**config.mk**
```make
export PLATFORM = sky130hd
export DESIGN_NAME = tt_seq_alu
export DESIGN_NICKNAME = d
export VERILOG_FILES = /design/src/rtl/tt_seq_alu_pkg.sv /design/src/rtl/tt_seq_alu_mul.sv /design/src/rtl/tt_seq_alu.sv
export SDC_FILE = /design/constraint.sdc
export NUM_CORES = 1
export LEC_CHECK = 0
export ABC_AREA = 1
export BUFFER_PORTS_ARGS = -buffer_cell sky130_fd_sc_hd__buf_4
export CORE_MARGIN = 3
export CORE_UTILIZATION = 47
export DETAILED_ROUTE_END_ITERATION = 8
export GPL_ROUTABILITY_DRIVEN = 1
export PLACE_DENSITY = 0.67
export SKIP_LAST_GASP = 1
export SYNTH_ARGS = -nofsm -noshare
export SYNTH_HDL_FRONTEND = slang
export SYNTH_HIERARCHICAL = 1
export SYNTH_SLANG_ARGS = --single-unit
export TNS_END_PERCENT = 30
```
**constraint.sdc**
```tcl
create_clock -name clk -period 4.57 [get_ports clk]
set_input_delay 0.914 -clock clk [delete_from_list [all_inputs] [get_ports clk]]
set_output_delay 0.914 -clock clk [all_outputs]
set_load 0.05 [all_outputs]
```
**src/rtl/tt_seq_alu_pkg.sv**
```systemverilog
// tt_seq_alu_pkg: opcode and FSM state encodings shared by the sequential ALU core
// and its testbench.
package tt_seq_alu_pkg;

  typedef enum logic [2:0] {
    OP_ADD = 3'b000,
    OP_SUB = 3'b001,
    OP_AND = 3'b010,
    OP_OR  = 3'b011,
    OP_XOR = 3'b100,
    OP_SHL = 3'b101,
    OP_MUL = 3'b110,
    OP_CMP = 3'b111
  } op_e;

  typedef enum logic [1:0] {
    IDLE = 2'd0,
    EXEC = 2'd1,
    DONE = 2'd2
  } state_e;

endpackage

```
**src/rtl/tt_seq_alu_mul.sv**
```systemverilog
// tt_seq_alu_mul: start/last shift-add unsigned multiplier, one partial product per
// enabled cycle. 'start' loads the operands and the step counter with WIDTH; each
// following enabled cycle adds one partial product. 'last' is high during the final
// step, and product_nxt then holds the complete product.
module tt_seq_alu_mul #(
  parameter int WIDTH = 4
) (
  input  logic                 clk,
  input  logic                 rst_n,
  input  logic                 ena,
  input  logic                 start,
  input  logic [WIDTH-1:0]     a,
  input  logic [WIDTH-1:0]     b,
  output logic                 last,
  output logic [2*WIDTH-1:0]   product_nxt
);

  localparam int CW = $clog2(WIDTH + 1);

  logic [2*WIDTH-1:0] acc_q, acc_d;
  logic [2*WIDTH-1:0] mcand_q, mcand_d;
  logic [WIDTH-1:0]   mplier_q, mplier_d;
  logic [CW-1:0]      cnt_q, cnt_d;

  // Next partial sum, load on start, one shift-add step per enabled cycle.
  always_comb begin
    acc_d       = acc_q;
    mcand_d     = mcand_q;
    mplier_d    = mplier_q;
    cnt_d       = cnt_q;
    product_nxt = acc_q + (mplier_q[0] ? mcand_q : '0);
    last        = (cnt_q == CW'(1));
    if (ena) begin
      if (start) begin
        acc_d    = '0;
        mcand_d  = {{WIDTH{1'b0}}, a};
        mplier_d = b;
        cnt_d    = CW'(WIDTH);
      end else if (cnt_q != '0) begin
        acc_d    = product_nxt;
        mcand_d  = mcand_q << 1;
        mplier_d = mplier_q >> 1;
        cnt_d    = cnt_q - CW'(1);
      end
    end
  end

  // Multiplier state registers.
  always_ff @(posedge clk or negedge rst_n) begin
    if (!rst_n) begin
      acc_q    <= '0;
      mcand_q  <= '0;
      mplier_q <= '0;
      cnt_q    <= '0;
    end else begin
      acc_q    <= acc_d;
      mcand_q  <= mcand_d;
      mplier_q <= mplier_d;
      cnt_q    <= cnt_d;
    end
  end

endmodule

```
**src/rtl/tt_seq_alu.sv**
```systemverilog
// tt_seq_alu: sequential ALU core. Single-cycle ops finish at accept; MUL runs a
// WIDTH-cycle shift-add in tt_seq_alu_mul. Result and flags are held until consumed.
// Optional accumulator operand source: define TT_SEQ_ALU_ACC_EN.
//
// Handshake: an input transfer happens on a rising edge where in_valid && in_ready;
// an output transfer happens on a rising edge where out_valid && out_ready. in_ready
// and out_valid depend only on registered state and ena, never on in_valid/out_ready.
module tt_seq_alu
  import tt_seq_alu_pkg::*;
#(
  parameter int WIDTH = 4,
  parameter int SHW   = $clog2(WIDTH)
) (
  input  logic                 clk,
  input  logic                 rst_n,
  input  logic                 ena,
  input  logic                 in_valid,
  output logic                 in_ready,
  input  logic [2:0]           op,
  input  logic [WIDTH-1:0]     a,
  input  logic [WIDTH-1:0]     b,
`ifdef TT_SEQ_ALU_ACC_EN
  input  logic                 acc_sel,
`endif
  output logic                 out_valid,
  input  logic                 out_ready,
  output logic [2*WIDTH-1:0]   result,
  output logic                 flag_z,
  output logic                 flag_c,
  output logic                 flag_v,
  output logic                 busy
);

  state_e             state_q, state_d;
  logic [2*WIDTH-1:0] result_q, result_d;
  logic               fz_q, fz_d, fc_q, fc_d, fv_q, fv_d;

  op_e                op_sel;
  logic [WIDTH-1:0]   op_a;
  logic               accept;
  logic               mul_start, mul_last;
  logic [2*WIDTH-1:0] mul_product;

  logic [WIDTH:0]     sum_w, dif_w;
  logic [2*WIDTH-1:0] alu_res;
  logic               alu_c, alu_v;

  assign op_sel    = op_e'(op);
  assign in_ready  = ena && (state_q == IDLE);
  assign accept    = in_valid && in_ready;
  assign out_valid = (state_q == DONE);
  assign busy      = (state_q == EXEC);
  assign result    = result_q;
  assign flag_z    = fz_q;
  assign flag_c    = fc_q;
  assign flag_v    = fv_q;

`ifdef TT_SEQ_ALU_ACC_EN
  logic [WIDTH-1:0] acc_q, acc_d;

  assign op_a = acc_sel ? acc_q : a;

  // Accumulator captures the low result half on every output transfer.
  always_comb begin
    acc_d = acc_q;
    if (ena && out_valid && out_ready) acc_d = result_q[WIDTH-1:0];
  end

  // Accumulator register.
  always_ff @(posedge clk or negedge rst_n) begin
    if (!rst_n) acc_q <= '0;
    else        acc_q <= acc_d;
  end
`else
  assign op_a = a;
`endif

  // Single-cycle datapath and its carry/overflow flags.
  always_comb begin
    sum_w   = {1'b0, op_a} + {1'b0, b};
    dif_w   = {1'b0, op_a} - {1'b0, b};
    alu_res = '0;
    alu_c   = 1'b0;
    alu_v   = 1'b0;
    case (op_sel)
      OP_ADD: begin
        alu_res = {{WIDTH{1'b0}}, sum_w[WIDTH-1:0]};
        alu_c   = sum_w[WIDTH];
        alu_v   = (op_a[WIDTH-1] == b[WIDTH-1]) && (sum_w[WIDTH-1] != op_a[WIDTH-1]);
      end
      OP_SUB: begin
        alu_res = {{WIDTH{1'b0}}, dif_w[WIDTH-1:0]};
        alu_c   = dif_w[WIDTH];
        alu_v   = (op_a[WIDTH-1] != b[WIDTH-1]) && (dif_w[WIDTH-1] != op_a[WIDTH-1]);
      end
      OP_AND: alu_res = {{WIDTH{1'b0}}, op_a & b};
      OP_OR:  alu_res = {{WIDTH{1'b0}}, op_a | b};
      OP_XOR: alu_res = {{WIDTH{1'b0}}, op_a ^ b};
      OP_SHL: alu_res = {{WIDTH{1'b0}}, op_a} << b[SHW-1:0];
      OP_CMP: begin
        alu_res = {{(2*WIDTH-1){1'b0}}, dif_w[WIDTH]};
        alu_c   = dif_w[WIDTH];
      end
      default: ;
    endcase
  end

  // FSM next state plus result/flag capture; ena low holds everything.
  always_comb begin
    state_d   = state_q;
    result_d  = result_q;
    fz_d      = fz_q;
    fc_d      = fc_q;
    fv_d      = fv_q;
    mul_start = 1'b0;
    case (state_q)
      IDLE: begin
        if (accept) begin
          if (op_sel == OP_MUL) begin
            mul_start = 1'b1;
            state_d   = EXEC;
          end else begin
            result_d = alu_res;
            fz_d     = (alu_res == '0);
            fc_d     = alu_c;
            fv_d     = alu_v;
            state_d  = DONE;
          end
        end
      end
      EXEC: begin
        if (ena && mul_last) begin
          result_d = mul_product;
          fz_d     = (mul_product == '0);
          fc_d     = 1'b0;
          fv_d     = 1'b0;
          state_d  = DONE;
        end
      end
      DONE: begin
        if (ena && out_ready) state_d = IDLE;
      end
      default: state_d = IDLE;
    endcase
  end

  // State, result and flag registers.
  always_ff @(posedge clk or negedge rst_n) begin
    if (!rst_n) begin
      state_q  <= IDLE;
      result_q <= '0;
      fz_q     <= 1'b0;
      fc_q     <= 1'b0;
      fv_q     <= 1'b0;
    end else begin
      state_q  <= state_d;
      result_q <= result_d;
      fz_q     <= fz_d;
      fc_q     <= fc_d;
      fv_q     <= fv_d;
    end
  end

  tt_seq_alu_mul #(.WIDTH(WIDTH)) u_mul (
    .clk         (clk),
    .rst_n       (rst_n),
    .ena         (ena),
    .start       (mul_start),
    .a           (op_a),
    .b           (b),
    .last        (mul_last),
    .product_nxt (mul_product)
  );

endmodule

```
==> qor.yml, run 1 <==
worstPathArrival_ps: 1570
max_stage_delay_ps: 410
antenna_found_initial: 0
cp.required_ps: 3660
crit_path_top_delay_cell: "dfrtp_1"
die_x_um: 83.9
synth_fp_nets: 450
vias: 2580
synth-edff-count: 0
worst_slack_ps: 2080
cts_setup_buffers: 0
grt_pass1_vias: 2510
grt_max_degree: 37
holdCritPathClass: "flop to flop"
setup_violations: 0
clk_latency_ps: 290
final_nets: 478
yosysUniqueCellTypes: 35
total_power_mw: 1.43
final_cell_mix: "nand2_1, inv_1, dfrtp_1"
io_pins: 30
drc: 0
cts_resized: 0
core_area_um2: 5680
root_buffer: "clkbuf_8"
ff_latch_area_um2: 901
cts_sinks: 36
cts.clk_slew.worst_paths_ps: 70
status: "completed"
irDropWorstVdd_v: 0.000338
finalClockSkew_ps: 5.22
slew_violations: 0
endpoint_kind: "output port"
initial_core_util_pct: 50.2
final_layout_size_suffix_gt1_share_pct: 14.9
p_leak_nw: 1.85
drt_iter0_markers: 80
dp_worst_setup_slack_ps: 1950
die_h_um: 83.9
path_cells: "inv_2 > nand2_1 > inv_2 > buf_4"
ys_ff_latch: 36
grt_pass1_wl_mm: 11.5
path_class: "flop to output port"
fin_setup_tns_ps: 0
viasPerCell: 5.07
synth-main-ff-cell: "dfrtp_1"
multiInputGateArea_um2: 1650
cts_tree: "built"
numCtsBuffers: 5
routed_wl_mm: 6.55
powerDensity_nw_per_um2: 449
start_kind: "flop"
synth.cell_area_um2: 2850
first_pass_iters: 4
avgSynthCellArea_um2: 6.99
htree_levels: 2
fmax_ghz: 0.402
cts_buffer_depth: 2
fin_crit_sh_pct: 54.4
grt-ovfl-total: 0
maxCapViolations: 0
rows: 27
cpMostUsedCell: "inv_2"
final_core_util_pct: 56.1
mostFrequentLayoutCell: "nand2_1"
postSynthCellCount: 408
ys_seq_area_share_pct: 31.6
dp_hpwl_mm: 5.10
design_area_um2: 3190
fillCellCount: 581
die_area_um2: 7040
rsz0062_at_grt: "no"
postPlaceCellArea_um2: 3090
cts_hold_buffers: 0
area_growth_pct: 11.7
port_buffers: 29
async_reset_ff_share_pct: 100
hold_viol: 0
crit_path_max_fanout: 11
track_usage_pct: 19.8
tightest_slew_ps: 482
gp_congestion: 0.910
slew_headroom_pct: 67.9
detail-route-antenna-nets: 0
synth_warnings: 6
antenna_cells: 0
min_period_ps: 2490
wl_per_cell_um: 12.9
[worst paths after layout]
path | startpoint | end | slack [ps] | depth (start not counted)
worst min-delay path | u_mul/mplier_q[3] | u_mul/mplier_q[3] | 480 | 2
max in group asynchronous | rst_n | u_mul/mcand_q[0] | 3650 | 1
worst min register to register | u_mul/mplier_q[3] | u_mul/mplier_q[3] | 480 | 2
min in group asynchronous | rst_n | result[3] | 570 | 1
worst max register to register | u_mul/mplier_q[0] | flag_z | 2100 | 12
worst max-delay path | state_q[1] | busy | 2080 | 4
[cell usage after synthesis, types with 2 or more instances]
cell | instances | area [µm²]
nand3_1 | 33 | 165
nand2_1 | 132 | 495
inv_1 | 50 | 188
fa_1 | 3 | 60.1
and2_1 | 3 | 18.8
nor4_1 | 2 | 12.5
nor2_2 | 4 | 25.0
buf_6 | 3 | 33.8
inv_2 | 9 | 33.8
xor2_1 | 4 | 35.0
o21ai_0 | 18 | 90.1
nand4_1 | 3 | 18.8
nand2_4 | 3 | 33.8
nor2_1 | 29 | 109
buf_2 | 3 | 15.0
dfrtp_1 | 36 | 901
ha_1 | 23 | 288
nor3_1 | 6 | 30.0
o22ai_1 | 3 | 18.8
a21oi_1 | 14 | 70.1
nand3b_1 | 2 | 15.0
nand3_2 | 7 | 70.1
o21ai_1 | 6 | 30.0
[where the power goes]
group / switching, mW / internal, mW
logic: 0.510 / 0.221
clock network: 0.121 / 0.123
registers: 0.0540 / 0.402
[logic make-up after synthesis]
logic type      count (synthesis)  share of synthesized area (%)
flops                          36                           31.6
simple gates                  228                           35.9
fa+ha+maj                      26                           12.2
xor+xnor                        5                           1.54
compound gates                 44                           8.12
buf+inv                        69                           10.7
[sequential cells by signal, summed over array words and instances, names as in the netlist]
register and count:
result 8, u_mul/acc_q 8, u_mul/mcand_q 8, u_mul/mplier_q 4, u_mul/cnt_q 3, state_q 2
flag_c 1, flag_v 1, flag_z 1
[per-stage QoR]
step	hold WS, ps	std cells
global placement	459	501
finish	484	509
CTS	485	509
detailed placement	465	501
floorplan	449	408
global route	510	509
[area by class of cell]
type                    instances  area share [%]
clock buffers                   7            2.71
clock inverters                 1           0.236
inverters                      61            7.42
multi-input cells             303            51.7
flip-flops and latches         36            28.3
well taps                      72            2.83
repair buffers                 29            6.83
[per-layer routing]
metal  GRT usage [%]  up-vias  routed length (µm)
li1                -     1346                   -
met1            27.6     1181                3350
met2            31.9       44                2910
met3            3.85        9                 246
met4            4.68        0                  42
met5               0        -                   0
[critical path: cells and delay by family (launching register included)]
family / cells / cell delay (ps)
buf+inv: 3 / 620
simple gates: 1 / 250
flops: 1 / 410
No activity file was read; power rests on OpenSTA's default activity.
==> run 2, diff against run 1 <==
ABC_AREA = 0   (was 1)
PLACE_DENSITY = 0.7   (was 0.67)
clock period = 2.05 ns   (was 4.57 ns; I/O delays follow)
==> qor.yml, run 2 <==
endpoint_kind: "flop"
crit_buf_inv: 0  # -3
path_cells: "and2_1 > ha_2 > fa_2 > a21o_1 > a21oi_2 > o211ai_2 > xor2_1 > nor4_1 > nand3_1 > o221ai_2"
netlist_top_cells_area: "dfrtp_1, ha_1, nand2_1"
maxCapViolations: 0  # unchanged
yosys.area.top_type: "dfrtp_1"
root_buffer: "clkbuf_8"
fin_crit_sh_pct: 115
intPower_mw: 1.81  # +140%
violations: "negative setup slack"
synth-edff-count: 0  # unchanged
area_growth_pct: 33.8
final_core_util_pct: 66.9  # +11 points
synth_warnings: 6  # unchanged
fmax_ghz: 0.425
synth.cell_area_um2: 2820  # -1.1%
powerDensity_nw_per_um2: 804  # +79%
rsz0062_at_grt: "yes"
worstPathArrival_ps: 2560  # +990 ps
cts_sinks: 36  # unchanged
netlist.area_leader.share_pct: 31.9  # +0.34 points
min_period_ps: 2350
path_class: "flop to flop"
combPwrFrac_pct: 49.3  # -1.8 points
postSynthCellCount: 313  # -23%
wl_per_cell_um: 15.8  # +23%
cp.required_ps: 2250  # -1410 ps
start_kind: "flop"
setup_violations: 9  # +9
ys_ff_latch: 36  # unchanged
irDropWorstVdd_v: 0.000679  # +100%
yosysMostFrequentCell: "nand2_1"
post-place-cells: 458  # -8.6%
core_area_um2: 5640  # -0.60%
crit_path_top_delay_cell: "dfrtp_1"
slew_violations: 0  # unchanged
final_cells: 471  # -7.5%
vias: 2590  # +0.39%
fin_setup_tns_ps: -1470  # -1470 ps
grt_pass1_vias: 2554  # +1.8%
final_cell_mix: "buf_4, nand2_1, dfrtp_1"
cts_tree: "built"
hold_viol: 0  # unchanged
rows: 27  # unchanged
routed_wl_mm: 7.45  # +14%
mostFrequentLayoutCell: "buf_4"
finalClockSkew_ps: 7.58  # +2.36 ps
initial_core_util_pct: 50.0  # -0.23 points
async_reset_ff_share_pct: 100  # unchanged
critPathTopFamily: "compound AO/OA/AOI/OAI gates"
gp_congestion: 0.835  # -8.3%
synth_commonest_cells: "nand2_1, dfrtp_1, o21ai_0"
p_seq_share_pct: 33.9  # +2.1 points
cts_buffer_depth: 2  # unchanged
max_stage_delay_ps: 400  # about the same
detail-route-antenna-nets: 0  # unchanged
final_nets: 440  # -7.9%
synth-main-ff-cell: "dfrtp_1"
grt_pass1_wl_mm: 12.3  # +7.7%
dp_hpwl_mm: 5.84  # +15%
die_x_um: 83.5  # -0.49%
cts_hold_buffers: 0  # unchanged
avgSynthCellArea_um2: 9.01  # +29%
io_pins: 30  # unchanged
status: "finished, violations left"
viasPerCell: 5.50  # +8.5%
crit_path_max_fanout: 3  # -8
final_layout_size_suffix_gt1_share_pct: 35.6  # +21 points
numCtsBuffers: 5  # unchanged
antenna_cells: 0  # unchanged
cts.clk_slew.worst_paths_ps: 70  # about the same
antenna_found_initial: 0  # unchanged
die_h_um: 83.5  # -0.49%
port_buffers: 29  # unchanged
holdCritPathClass: "input pin to async pin"
clk_latency_ps: 280  # about the same
tightest_slew_ps: 513  # +31.1 ps
yosysUniqueCellTypes: 60  # +71%
fillCellCount: 468  # -19%
first_pass_iters: 4  # unchanged
grt-ovfl-total: 0  # unchanged
ys_seq_area_share_pct: 31.9  # +0.34 points
drc: 0  # unchanged
slew_headroom_pct: 65.7  # -2.1 points
p_leak_nw: 1.78  # -3.5%
worst_slack_ps: -304  # -2390 ps
drt_iter0_markers: 145  # +81%
die_area_um2: 6970  # -0.98%
htree_levels: 2  # unchanged
dp_worst_setup_slack_ps: -350  # -2300 ps
switching_power_mw: 1.23  # +79%
track_usage_pct: 21.5  # +1.7 points
p_clk_share_pct: 16.9  # about the same
p_sw_share_pct: 40.4  # -7.5 points
grt_max_degree: 37  # unchanged
synth_fp_nets: 355  # -21%
[run 2: cell types whose count changed after synthesis, sizes merged, moves of 8 or more]
cell / previous run / this run
inv: 61 / 17
nor2: 34 / 8
nand2b: 0 / 12
nand2: 136 / 42
clkbuf: 0 / 8
mux2i: 0 / 12
nand3: 40 / 7
[run 2: kinds of logic after synthesis]
kind of cell / share of synthesized area [%]
DFF: 31.9
muxes: 7.45
AOI/OAI and AO/OA: 20.9
xor gates and xnor gates: 2.17
buffers and inverters: 5.63
adders and majority gates: 12.3
and+or+nand+nor: 19.6
[run 2: final timing paths]
check                                   from                 to  slack, ps  cells after the start
setup reg to reg           u_mul/mplier_q[0]             flag_z       -300                     10
hold reg to reg            u_mul/mplier_q[3]  u_mul/mplier_q[3]        480                      2
min in group clk                   out_ready         state_q[1]        400                      4
max in group asynchronous              rst_n     u_mul/acc_q[2]       1630                      1
hold / removal                         rst_n          result[4]         90                      1
setup / recovery           u_mul/mplier_q[0]             flag_z       -300                     10
[run 2: what timing repair did]
item                                    4_1_cts  5_1_grt
buffers inserted                              5        0
resized for setup                            20        1
pin swaps                                    12        1
endpoints found under the setup margin       10       13
[run 2: area by class of cell]
cell class                 count  area (µm²)  share of cell area, %
sequential                    36         901                   23.9
clock buffer                   8        90.1                   2.39
inverter                      17        63.8                   1.69
multi-input combinational    242        1910                   50.5
tap                           72        90.1                   2.39
timing repair buffer          96         724                   19.2
[run 2: layer usage]
metal / routed length (µm) / up-vias / track usage (%) / share of wire, %
li1: - / 1285 / - / -
met1: 3560 / 1244 / 30.7 / 48
met2: 3470 / 57 / 34.6 / 47
met3: 364 / 4 / 4.05 / 4.9
met4: 46 / 0 / 3.51 / 0.62
met5: 0 / - / 0 / 0
[run 2: worst register-to-register path: stages, from the launching register on]
cell and delay, ps:
dfrtp_1 400, and2_1 150, ha_2 180, fa_2 360, a21o_1 190, a21oi_2 170
o211ai_2 110, xor2_1 160, nor4_1 260, nand3_1 150, o221ai_2 140
[run 2: power groups by stage]
stage / Clock, mW / Combinational [mW] / Sequential (mW)
floorplan: 0 / 0.665 / 1.21
global placement: 0 / 1.37 / 1.01
detailed placement: 0 / 1.41 / 1.02
CTS: 0.519 / 1.49 / 1.03
global route: 0.557 / 1.62 / 1.05
finish: 0.512 / 1.50 / 1.03
[run 2: per-stage QoR]
stage | hold WS, ps | power, mW | area (µm²)
after floorplan | 114 | 1.87 | 2830
after global placement | 399 | 2.39 | 3530
after detailed placement | 401 | 2.43 | 3530
after CTS | 100 | 3.04 | 3770
after global routing | 117 | 3.23 | 3780
final | 85.5 | 3.04 | 3780
==> run 3, diff against run 2 <==
CELL_PAD_IN_SITES_DETAIL_PLACEMENT = 1   (was unset)
CELL_PAD_IN_SITES_GLOBAL_PLACEMENT = 2   (was unset)
CORE_UTILIZATION = 33   (was 47)
PLACE_DENSITY = 0.77   (was 0.7)
==> qor.yml, run 3 (synthesized netlist as in run 2, its figures left out) <==
status: "finished, violations left"
violations: "negative setup slack"
cts.clk_slew.worst_paths_ps: 90  # +20 ps
cp.required_ps: 2270  # +20 ps
path_cells: "and2_4 > ha_4 > fa_2 > a21o_1 > a21oi_2 > o211ai_2 > xor2_2 > nor4_2 > nand3_1 > o221ai_2"
setup_violations: 12  # +3
worstRegToRegCells: 10  # unchanged
postPlaceCellArea_um2: 3520  # -0.18%
finalClockSkew_ps: 10.5  # +2.96 ps
antenna_cells: 0  # unchanged
grt_pass1_wl_mm: 14.1  # +14%
final_cell_mix: "buf_4, nand2_1, dfrtp_1"
cts_hold_buffers: 0  # unchanged
first_pass_iters: 4  # unchanged
crit_path_max_fanout: 3  # unchanged
mostFrequentLayoutCell: "buf_4"
fin_crit_sh_pct: 113  # -1.7 points
die_h_um: 98.5  # +18%
fin_setup_tns_ps: -1050  # +421 ps
clk_latency_ps: 300  # +20 ps
crit_buf_inv: 0  # unchanged
post-place-cells: 483  # +5.5%
min_period_ps: 2320  # -34.7 ps
area_growth_pct: 37.7
p_leak_nw: 1.80  # +1.1%
path_class: "flop to flop"
routed_wl_mm: 8.46  # +13%
powerDensity_nw_per_um2: 819  # +1.8%
r2r-start: "u_mul/mplier_q[0]"
drt_iter0_markers: 92  # -37%
core_area_um2: 8260  # +46%
endpoint_kind: "flop"
maxCapViolations: 0  # unchanged
gp_congestion: 0.828  # -0.80%
slew_violations: 0  # unchanged
fillCellCount: 969  # +110%
grt_max_degree: 37  # unchanged
cts_sinks: 36  # unchanged
rsz0062_at_grt: "yes"
final_cells: 497  # +5.5%
numCtsBuffers: 5  # unchanged
irDropWorstVdd_v: 0.000271  # -60%
final_layout_size_suffix_gt1_share_pct: 37.0  # +1.4 points
antenna_found_initial: 0  # unchanged
io_pins: 30  # unchanged
start_kind: "flop"
hold_viol: 0  # unchanged
track_usage_pct: 18.0  # -3.5 points
detail-route-antenna-nets: 0  # unchanged
slew_headroom_pct: 53.1  # -13 points
root_buffer: "clkbuf_8"
max_stage_delay_ps: 410  # about the same
wl_per_cell_um: 17.0  # +7.6%
die_x_um: 98.5  # +18%
cts_buffer_depth: 2  # unchanged
tightest_slew_ps: 702  # +188 ps
drc: 0  # unchanged
viasPerCell: 5.19  # -5.6%
grt_pass1_vias: 2753  # +7.8%
design_area_um2: 3890  # +2.9%
htree_levels: 2  # unchanged
r2r_slack_ps: -270  # +30 ps
fmax_ghz: 0.431  # +1.5%
r2r-end: "flag_z"
critPathTopFamily: "compound AO/OA/AOI/OAI gates"
rows: 33  # +22%
holdCritPathClass: "input pin to async pin"
grt-ovfl-total: 0  # unchanged
cts_tree: "built"
worstPathArrival_ps: 2540  # -20 ps
initial_core_util_pct: 34.2  # -16 points
crit_path_top_delay_cell: "dfrtp_1"
die_area_um2: 9700  # +39%
vias: 2581  # -0.35%
final_nets: 433  # -1.6%
worst_slack_ps: -269  # +34.7 ps
port_buffers: 29  # unchanged
dp_hpwl_mm: 6.43  # +10%
-- run 3: cell count changes in the layout (fill, tap and decap cells not counted), sizes merged --
cell / previous run / this run
clkinvlp: 0 / 2
clkbuf: 8 / 6
buf: 96 / 89
-- run 3: how the worst max path moves through the flow --
stage                            startpoint        end  slack (ps)  cells past startpoint
after floorplan           u_mul/mplier_q[0]     flag_z        -230                     10
after global placement                 a[0]  result[2]        -360                     10
after detailed placement               a[0]  result[2]        -420                     10
after CTS                  u_mul/mcand_q[0]     flag_z        -330                     10
after global routing       u_mul/mcand_q[0]     flag_z        -420                     10
final                     u_mul/mplier_q[0]     flag_z        -270                     10
-- run 3: worst reg2reg max path: cells and delay by family, from the launching register on --
family,cells,cell delay [ps]
DFF,1,410
xor gates and xnor gates,1,170
and+or+nand+nor,3,530
AOI/OAI and AO/OA,4,650
adders and majority gates,2,500
-- run 3: through the flow --
| stage | setup WS [ps] | power, mW | utilization [%] | hold WS, ps |
|---|---|---|---|---|
| floorplan | -227 | 1.87 | - | 114 |
| global placement | -357 | 2.41 | 42.6 | 408 |
| detailed placement | -418 | 2.46 | 42.6 | 417 |
| CTS | -334 | 3.12 | 46.0 | 89.0 |
| global route | -421 | 3.40 | 47.1 | 96.4 |
| finish | -269 | 3.18 | 47.1 | 72.8 |
-- run 3: power breakdown --
part | internal (mW) | total, mW | switching, mW
sequential | 0.884 | 1.03 | 0.149
clock | 0.273 | 0.563 | 0.290
combinational | 0.678 | 1.59 | 0.909
-- run 3: area by class of cell --
type	count	area [µm²]	area share, %
Sequential cell	36	901	23.2
Tap cell	105	131	3.38
Clock buffer	6	82.6	2.12
Inverter	17	63.8	1.64
Multi-Input combinational cell	242	2000	51.6
Clock inverter	2	15.0	0.386
Timing Repair Buffer	89	688	17.7
-- run 3: repair_timing --
item                                    CTS  global route
pin swaps                                12            19
endpoints found under the hold margin     0             0
gates resized for setup                  20            19
endpoints found under the setup margin   13            16
buffers inserted                          6             3
-- run 3: per-layer routing --
metal	track usage, %	up-vias	share of wire [%]
li1	-	1267	-
met1	25.8	1268	50
met2	28.7	37	46
met3	2.12	9	2.3
met4	5.36	0	1.6
met5	0	-	0
